===== src/rtl/uart_link_ctrl_pkg.sv =====
// Shared types and sizing helpers for the UART link controller.
package uart_link_ctrl_pkg;

  typedef enum logic [1:0] {
    IDLE  = 2'd0,
    ISSUE = 2'd1,
    WAIT  = 2'd2
  } tx_state_e;

  localparam int FRAME_BITS_8P1 = 11;

  function automatic int frame_cycles(input int cpb, input int bits);
    return cpb * bits;
  endfunction

  function automatic int id_width(input int n);
    return (n > 1) ? $clog2(n) : 1;
  endfunction

endpackage


===== src/rtl/uart_link_ctrl_rr_arbiter.sv =====
// Combinational round-robin arbiter: one-hot grant to the first request found
// after i_ptr, wrapping around.
module rr_arbiter #(
  parameter int N  = 4,
  parameter int IW = (N > 1) ? $clog2(N) : 1
) (
  input  logic [N-1:0]  i_req,
  input  logic [IW-1:0] i_ptr,
  output logic [N-1:0]  o_gnt,
  output logic [IW-1:0] o_gnt_idx
);

  logic          w_found;
  logic [IW-1:0] w_idx;

  always_comb begin
    o_gnt     = '0;
    o_gnt_idx = '0;
    w_found   = 1'b0;
    w_idx     = '0;
    for (int k = 1; k <= N; k++) begin
      w_idx = IW'((int'(i_ptr) + k) % N);
      if (!w_found && i_req[w_idx]) begin
        w_found        = 1'b1;
        o_gnt[w_idx]   = 1'b1;
        o_gnt_idx      = w_idx;
      end
    end
  end

endmodule


===== src/rtl/uart_link_ctrl.sv =====
// UART core sequencer: round-robin TX issue paced by frame time, gated RX capture
// into a valid/ready output with sticky overrun and saturating error counters.
//   state | meaning
//   IDLE  | req_ready live, waiting for a valid requester
//   ISSUE | one-cycle tx_en pulse, frame timer loaded
//   WAIT  | frame + guard time running, no new grants
module uart_link_ctrl
  import uart_link_ctrl_pkg::*;
#(
  parameter int  NUM_REQ      = 4,
  parameter int  CLKS_PER_BIT = 16,
  parameter int  FRAME_BITS   = FRAME_BITS_8P1,
  parameter int  GUARD_CYCLES = 2,
  parameter int  CNT_W        = 8,
  parameter int  DROP_BAD     = 1,
  localparam int ID_W         = id_width(NUM_REQ)
) (
  input  logic                 clk,
  input  logic                 reset,
  input  logic [NUM_REQ-1:0]   req_valid,
  input  logic [NUM_REQ*8-1:0] req_data,
  output logic [NUM_REQ-1:0]   req_ready,
  output logic [ID_W-1:0]      grant_id,
  output logic                 tx_busy,
  output logic                 tx_en,
  output logic [7:0]           data_in,
  input  logic                 rx_enable_cfg,
  output logic                 rx_en,
  input  logic [7:0]           data_out,
  input  logic                 data_ready,
  input  logic                 parity_error,
  input  logic                 stop_error,
  output logic                 rx_valid,
  output logic [7:0]           rx_data,
  input  logic                 rx_ready,
  output logic                 overrun,
  output logic [CNT_W-1:0]     parity_err_cnt,
  output logic [CNT_W-1:0]     stop_err_cnt,
  input  logic                 clr_status
);

  localparam int TX_LOAD = frame_cycles(CLKS_PER_BIT, FRAME_BITS) + GUARD_CYCLES - 1;
  localparam int TXC_W   = $clog2(TX_LOAD + 1);

  tx_state_e          r_state;
  logic [ID_W-1:0]    r_ptr;
  logic [ID_W-1:0]    r_grant_id;
  logic [7:0]         r_data_in;
  logic               r_tx_en;
  logic               r_tx_busy;
  logic [TXC_W-1:0]   r_cnt;

  logic [NUM_REQ-1:0] w_gnt;
  logic [ID_W-1:0]    w_gnt_idx;
  logic [7:0]         w_sel_byte;

  rr_arbiter #(
    .N  (NUM_REQ),
    .IW (ID_W)
  ) u_arb (
    .i_req     (req_valid),
    .i_ptr     (r_ptr),
    .o_gnt     (w_gnt),
    .o_gnt_idx (w_gnt_idx)
  );

  always_comb begin
    w_sel_byte = '0;
    for (int i = 0; i < NUM_REQ; i++) begin
      if (w_gnt[i]) w_sel_byte = req_data[8*i +: 8];
    end
  end

  // Gated by reset so the accept drops asynchronously along with everything else.
  assign req_ready = (r_state == IDLE && reset) ? w_gnt : '0;

  always_ff @(posedge clk or negedge reset) begin
    if (!reset) begin
      r_state    <= IDLE;
      r_ptr      <= ID_W'(NUM_REQ - 1);
      r_grant_id <= '0;
      r_data_in  <= '0;
      r_tx_en    <= 1'b0;
      r_tx_busy  <= 1'b0;
      r_cnt      <= '0;
    end else begin
      r_tx_en <= 1'b0;
      case (r_state)
        IDLE: begin
          if (|w_gnt) begin
            r_data_in  <= w_sel_byte;
            r_ptr      <= w_gnt_idx;
            r_grant_id <= w_gnt_idx;
            r_tx_en    <= 1'b1;
            r_tx_busy  <= 1'b1;
            r_state    <= ISSUE;
          end
        end
        ISSUE: begin
          r_cnt   <= TXC_W'(TX_LOAD);
          r_state <= WAIT;
        end
        WAIT: begin
          if (r_cnt == '0) begin
            r_tx_busy <= 1'b0;
            r_state   <= IDLE;
          end else begin
            r_cnt <= r_cnt - 1'b1;
          end
        end
        default: begin
          r_tx_busy <= 1'b0;
          r_state   <= IDLE;
        end
      endcase
    end
  end

  assign grant_id = r_grant_id;
  assign tx_busy  = r_tx_busy;
  assign tx_en    = r_tx_en;
  assign data_in  = r_data_in;

  logic             r_rx_en;
  logic             r_dr_d;
  logic             r_rx_valid;
  logic [7:0]       r_rx_data;
  logic             r_overrun;
  logic [CNT_W-1:0] r_par_cnt;
  logic [CNT_W-1:0] r_stop_cnt;

  logic w_rx_event;
  logic w_bad;
  logic w_deliver;

  assign w_rx_event = r_rx_en && data_ready && !r_dr_d;
  assign w_bad      = parity_error || stop_error;
  assign w_deliver  = w_rx_event && !((DROP_BAD != 0) && w_bad);

  always_ff @(posedge clk or negedge reset) begin
    if (!reset) begin
      r_rx_en    <= 1'b0;
      r_dr_d     <= 1'b0;
      r_rx_valid <= 1'b0;
      r_rx_data  <= '0;
      r_overrun  <= 1'b0;
      r_par_cnt  <= '0;
      r_stop_cnt <= '0;
    end else begin
      r_rx_en <= rx_enable_cfg;
      r_dr_d  <= data_ready;

      if (w_deliver && (!r_rx_valid || rx_ready)) begin
        r_rx_data  <= data_out;
        r_rx_valid <= 1'b1;
      end else if (r_rx_valid && rx_ready) begin
        r_rx_valid <= 1'b0;
      end

      // A same-cycle clear beats any increment or overrun set.
      if (clr_status) begin
        r_overrun  <= 1'b0;
        r_par_cnt  <= '0;
        r_stop_cnt <= '0;
      end else begin
        if (w_deliver && r_rx_valid && !rx_ready) r_overrun <= 1'b1;
        if (w_rx_event && parity_error && !(&r_par_cnt)) r_par_cnt <= r_par_cnt + 1'b1;
        if (w_rx_event && stop_error && !(&r_stop_cnt)) r_stop_cnt <= r_stop_cnt + 1'b1;
      end
    end
  end

  assign rx_en          = r_rx_en;
  assign rx_valid       = r_rx_valid;
  assign rx_data        = r_rx_data;
  assign overrun        = r_overrun;
  assign parity_err_cnt = r_par_cnt;
  assign stop_err_cnt   = r_stop_cnt;

endmodule


===== config.mk =====
export PLATFORM = sky130hd
export DESIGN_NAME = uart_link_ctrl
export DESIGN_NICKNAME = d
export VERILOG_FILES = /design/src/rtl/uart_link_ctrl_pkg.sv /design/src/rtl/uart_link_ctrl_rr_arbiter.sv /design/src/rtl/uart_link_ctrl.sv
export SDC_FILE = /design/constraint.sdc
export NUM_CORES = 1
export LEC_CHECK = 0
export ABC_AREA = 1
export CAP_MARGIN = 20
export CORE_AREA = 2 2 89 91
export CTS_BUF_LIST = sky130_fd_sc_hd__clkbuf_8
export DETAILED_ROUTE_END_ITERATION = 16
export DIE_AREA = 0 0 91 93
export PLACE_DENSITY = 0.69
export REMOVE_ABC_BUFFERS = 1
export SYNTH_ARGS = -nofsm -noshare
export SYNTH_HDL_FRONTEND = slang
export SYNTH_SLANG_ARGS = --single-unit

===== constraint.sdc =====
create_clock -name clk -period 3.99 [get_ports clk]
set_input_delay 0.5985 -clock clk [delete_from_list [all_inputs] [get_ports clk]]
set_output_delay 0.5985 -clock clk [all_outputs]
set_load 0.005 [all_outputs]

==> impl_metrics.csv <==
group,metric,value,unit
clocking,root_buffer,"clkbuf_8",
timing,fmax,0.277,GHz
pwr,p_leak,0.00202,uW
worst_setup_path,required,3.39,ns
synthesis,synth_area_leaders,"dfrtp_1, nand2_1, a21oi_1",
timing,fin_tns_setup,0,ns
clocking,clkTransAtPathRegs,0.10,ns
detailed_routing,drtAntennaViolNets,0,
outcome,outcome,"finished, final reports clean",
synthesis,synth_cells,382,
pwr,power.density,762,nW/um^2
clocking,cts_buffers,5,
clocking,postCtsSetupBuffers,0,
die,pin_count,95,
clocking,cts_num_sinks,52,
die,die_h,93,um
worst_setup_path,rr_worst_depth,14,
cells_and_area,finalNetCount,545,
timing,slew_violations,0,
clocking,hold_buffers,0,
timing,worst_slew_pin_slew,0.709,ns
cells_and_area,num_antenna_cells,0,
worst_hold_path,min_path_type,"primary input to asynchronous set/reset pin",
timing,period_share,90.4,%
worst_setup_path,crit_arrival,3.01,ns
place,dp_hpwl,5640,um
detailed_routing,vias,2823,
worst_setup_path,r2r_slack,1.06,ns
detailed_routing,viasPerCell,4.83,
detailed_routing,drc_errors,0,
global_route,grt.total_usage,17.5,%
pwr,power,3270,uW
cells_and_area,final_area,4290,sq um
timing,min_period,3.61,ns
place,port_buffers,94,
worst_setup_path,crit_path_max_incr_delay,0.67,ns
global_route,grt_pass1_wl,12400,um
global_route,antenna_found_initial,0,
place,gp_congestion,0.843,
timing,hold_violations,0,
global_route,grt_start_max_net_pins,53,
timing,finalSetupViolCount,0,
synthesis,yosysSeqAreaShare,41.7,%
timing,rsz0062_at_grt,"false",
pwr,ir_drop,0.445,mV
global_route,grt_pass1_vias,2751,
synthesis,syn_area_per_cell,8.19,sq um
detailed_routing,wl_per_cell,12.3,um
die,rows,32,
clocking,cts_buffer_depth,2,
worst_setup_path,critPathBufInv,4,
clocking,htreeDepth,2,
cells_and_area,area_growth,37.1,%
detailed_routing,first_iter_violations,76,
worst_setup_path,crit_end,"req_ready[2]",
worst_setup_path,setup.worst_path.class,"flip-flop to output pin",
timing,timing.slew.headroom,52.5,%
place,placed_area,4180,sq um
worst_setup_path,critical_path.top_delay_family,"simple AND/OR/NAND/NOR gates",
cells_and_area,drive_gt1_share,11.6,%
worst_setup_path,start_kind,"flip-flop",
global_route,grt_overflow,0,
clocking,insertion_delay,0.31,ns
worst_setup_path,worstPathCellList,"inv_2 > ha_1 > inv_1 > nand2_4 > nand2_4 > nor2_8 > nand3_1 > nand3_4 > nand2_1 > inv_1 > clkdlybuf4s50_1",
detailed_routing,wl,7180,um
die,core_area,7530,sq um
synthesis,synth_top_area_share,40.0,%
synthesis,yosysTopAreaCell,"dfrtp_1",
die,die_area,8460,sq um
worst_setup_path,critPathLaunch,"r_ptr[0]$_DFFE_PN1P_",
synthesis,ys_warn_count,0,
worst_setup_path,r2r_end,"grant_id[0]$_DFFE_PN0P_",
run,max_cap_viol_count,0,
die,die_w,91,um
worst_setup_path,endpoint_kind,"output pin",
timing,fin_skew,0.0118,ns
worst_setup_path,r2r-start,"r_ptr[0]$_DFFE_PN1P_",
worst_setup_path,slowest_stage,"dfstp_2",
clocking,cts_resized,0,
die,start_util,41.6,%
cells_and_area,final_util,57.0,%
worst_setup_path,path_depth,11,
worst_setup_path,cp_max_fo,18,
synthesis,syn-cell-area,3130,sq um
clocking,cts_tree,"done",
detailed_routing,drt-pass1-iter-count,4,
synthesis,ys_types,34,
synthesis,ys_ff_latch,52,
==> layout make-up <==
cell class	count	area [sq um]
inverter	58	218
multi-input combinational	267	1570
clock buffer	5	68.8
fill	707	3240
tap	102	128
sequential	52	1300
timing repair buffer	97	958
clock inverter	3	46.3
==> state kept, by name, summed over array words and instances (netlist names) <==
signal	flops
tx_busy	1
tx_en	1
rx_data	8
r_ptr	2
parity_err_cnt	8
r_state	2
r_cnt	8
rx_valid	1
stop_err_cnt	8
r_dr_d	1
data_in	8
overrun	1
grant_id	2
rx_en	1
==> cell usage after synthesis, drive strengths merged <==
cell and count:
a211oi 3, clkbuf 1, dfrtp 50, dfstp 2, o21ai 14, mux2 8, o2111ai 1, nor3 6
a21boi 5, nand3 31, o22ai 1, o211ai 1, a31o 1, nand4 7, a221oi 2, ha 12
and3 1, nor2 33, buf 4, a21oi 49, nand2 90, nor4 1, inv 58, nor3b 1
==> cells by family after synthesis <==
group	count (synthesis)	share of synthesized area [%]
flip-flops	52	41.7
multiplexers	8	2.88
adder cells (fa/ha/maj)	12	4.80
AND/OR/NAND/NOR	170	27.9
AO/OA/AOI/OAI	77	14.5
buffers and inverters	63	8.20
==> routing by layer <==
metal,track usage [%],up-vias,wire length [um]
met5,0,-,0
met4,4.80,0,116
met3,4.67,13,450
met2,30.1,76,3350
met1,21.9,1279,3260
li1,-,1455,-
==> per-stage QoR <==
step / instances / setup WS, ns / hold WS, ns
floorplan: 377 / 1.35 / 0.303
global placement: 576 / 0.810 / 0.462
detailed placement: 576 / 0.746 / 0.469
CTS: 584 / 0.395 / 0.468
global route: 584 / 0.168 / 0.509
finish: 584 / 0.382 / 0.453
==> layout by cell type (no fill, tap or decap), drive strengths merged, types with 2 or more instances in the layout <==
cell / n
ha: 12
nand2: 90
a221oi: 2
dfstp: 2
nor3: 6
clkdlybuf4s50: 93
nand3: 31
nor2: 33
dfrtp: 50
o21ai: 14
buf: 4
nand4: 7
clkbuf: 5
inv: 59
a211oi: 3
a21boi: 5
a21oi: 49
mux2: 8
==> worst register-to-register path, delay by kind of cell (launching register included) <==
| family | cells | cell delay, ns |
|---|---|---|
| buffers and inverters | 4 | 0.49 |
| DFF | 1 | 0.67 |
| adders and majority gates | 1 | 0.38 |
| and+or+nand+nor | 9 | 1.28 |
==> power by group <==
part / internal, uW / total, uW / switching [uW]
Clock: 189 / 367 / 177
Combinational: 826 / 2120 / 1300
Sequential: 684 / 779 / 94.8
Total: 1700 / 3270 / 1570
==> how the worst min path moves through the flow <==
stage | depth (start not counted) | to | slack, ns
floorplan | 0 | data_in[0]$_DFFE_PN0P_ | 0.30
global placement | 2 | r_cnt[0]$_DFFE_PN0P_ | 0.46
detailed placement | 2 | grant_id[1]$_DFFE_PN0P_ | 0.47
CTS | 2 | overrun$_DFFE_PN0P_ | 0.47
global route | 2 | r_cnt[7]$_DFFE_PN0P_ | 0.51
finish | 2 | stop_err_cnt[6]$_DFFE_PN0P_ | 0.45
Power figures use the tool's default switching activity.
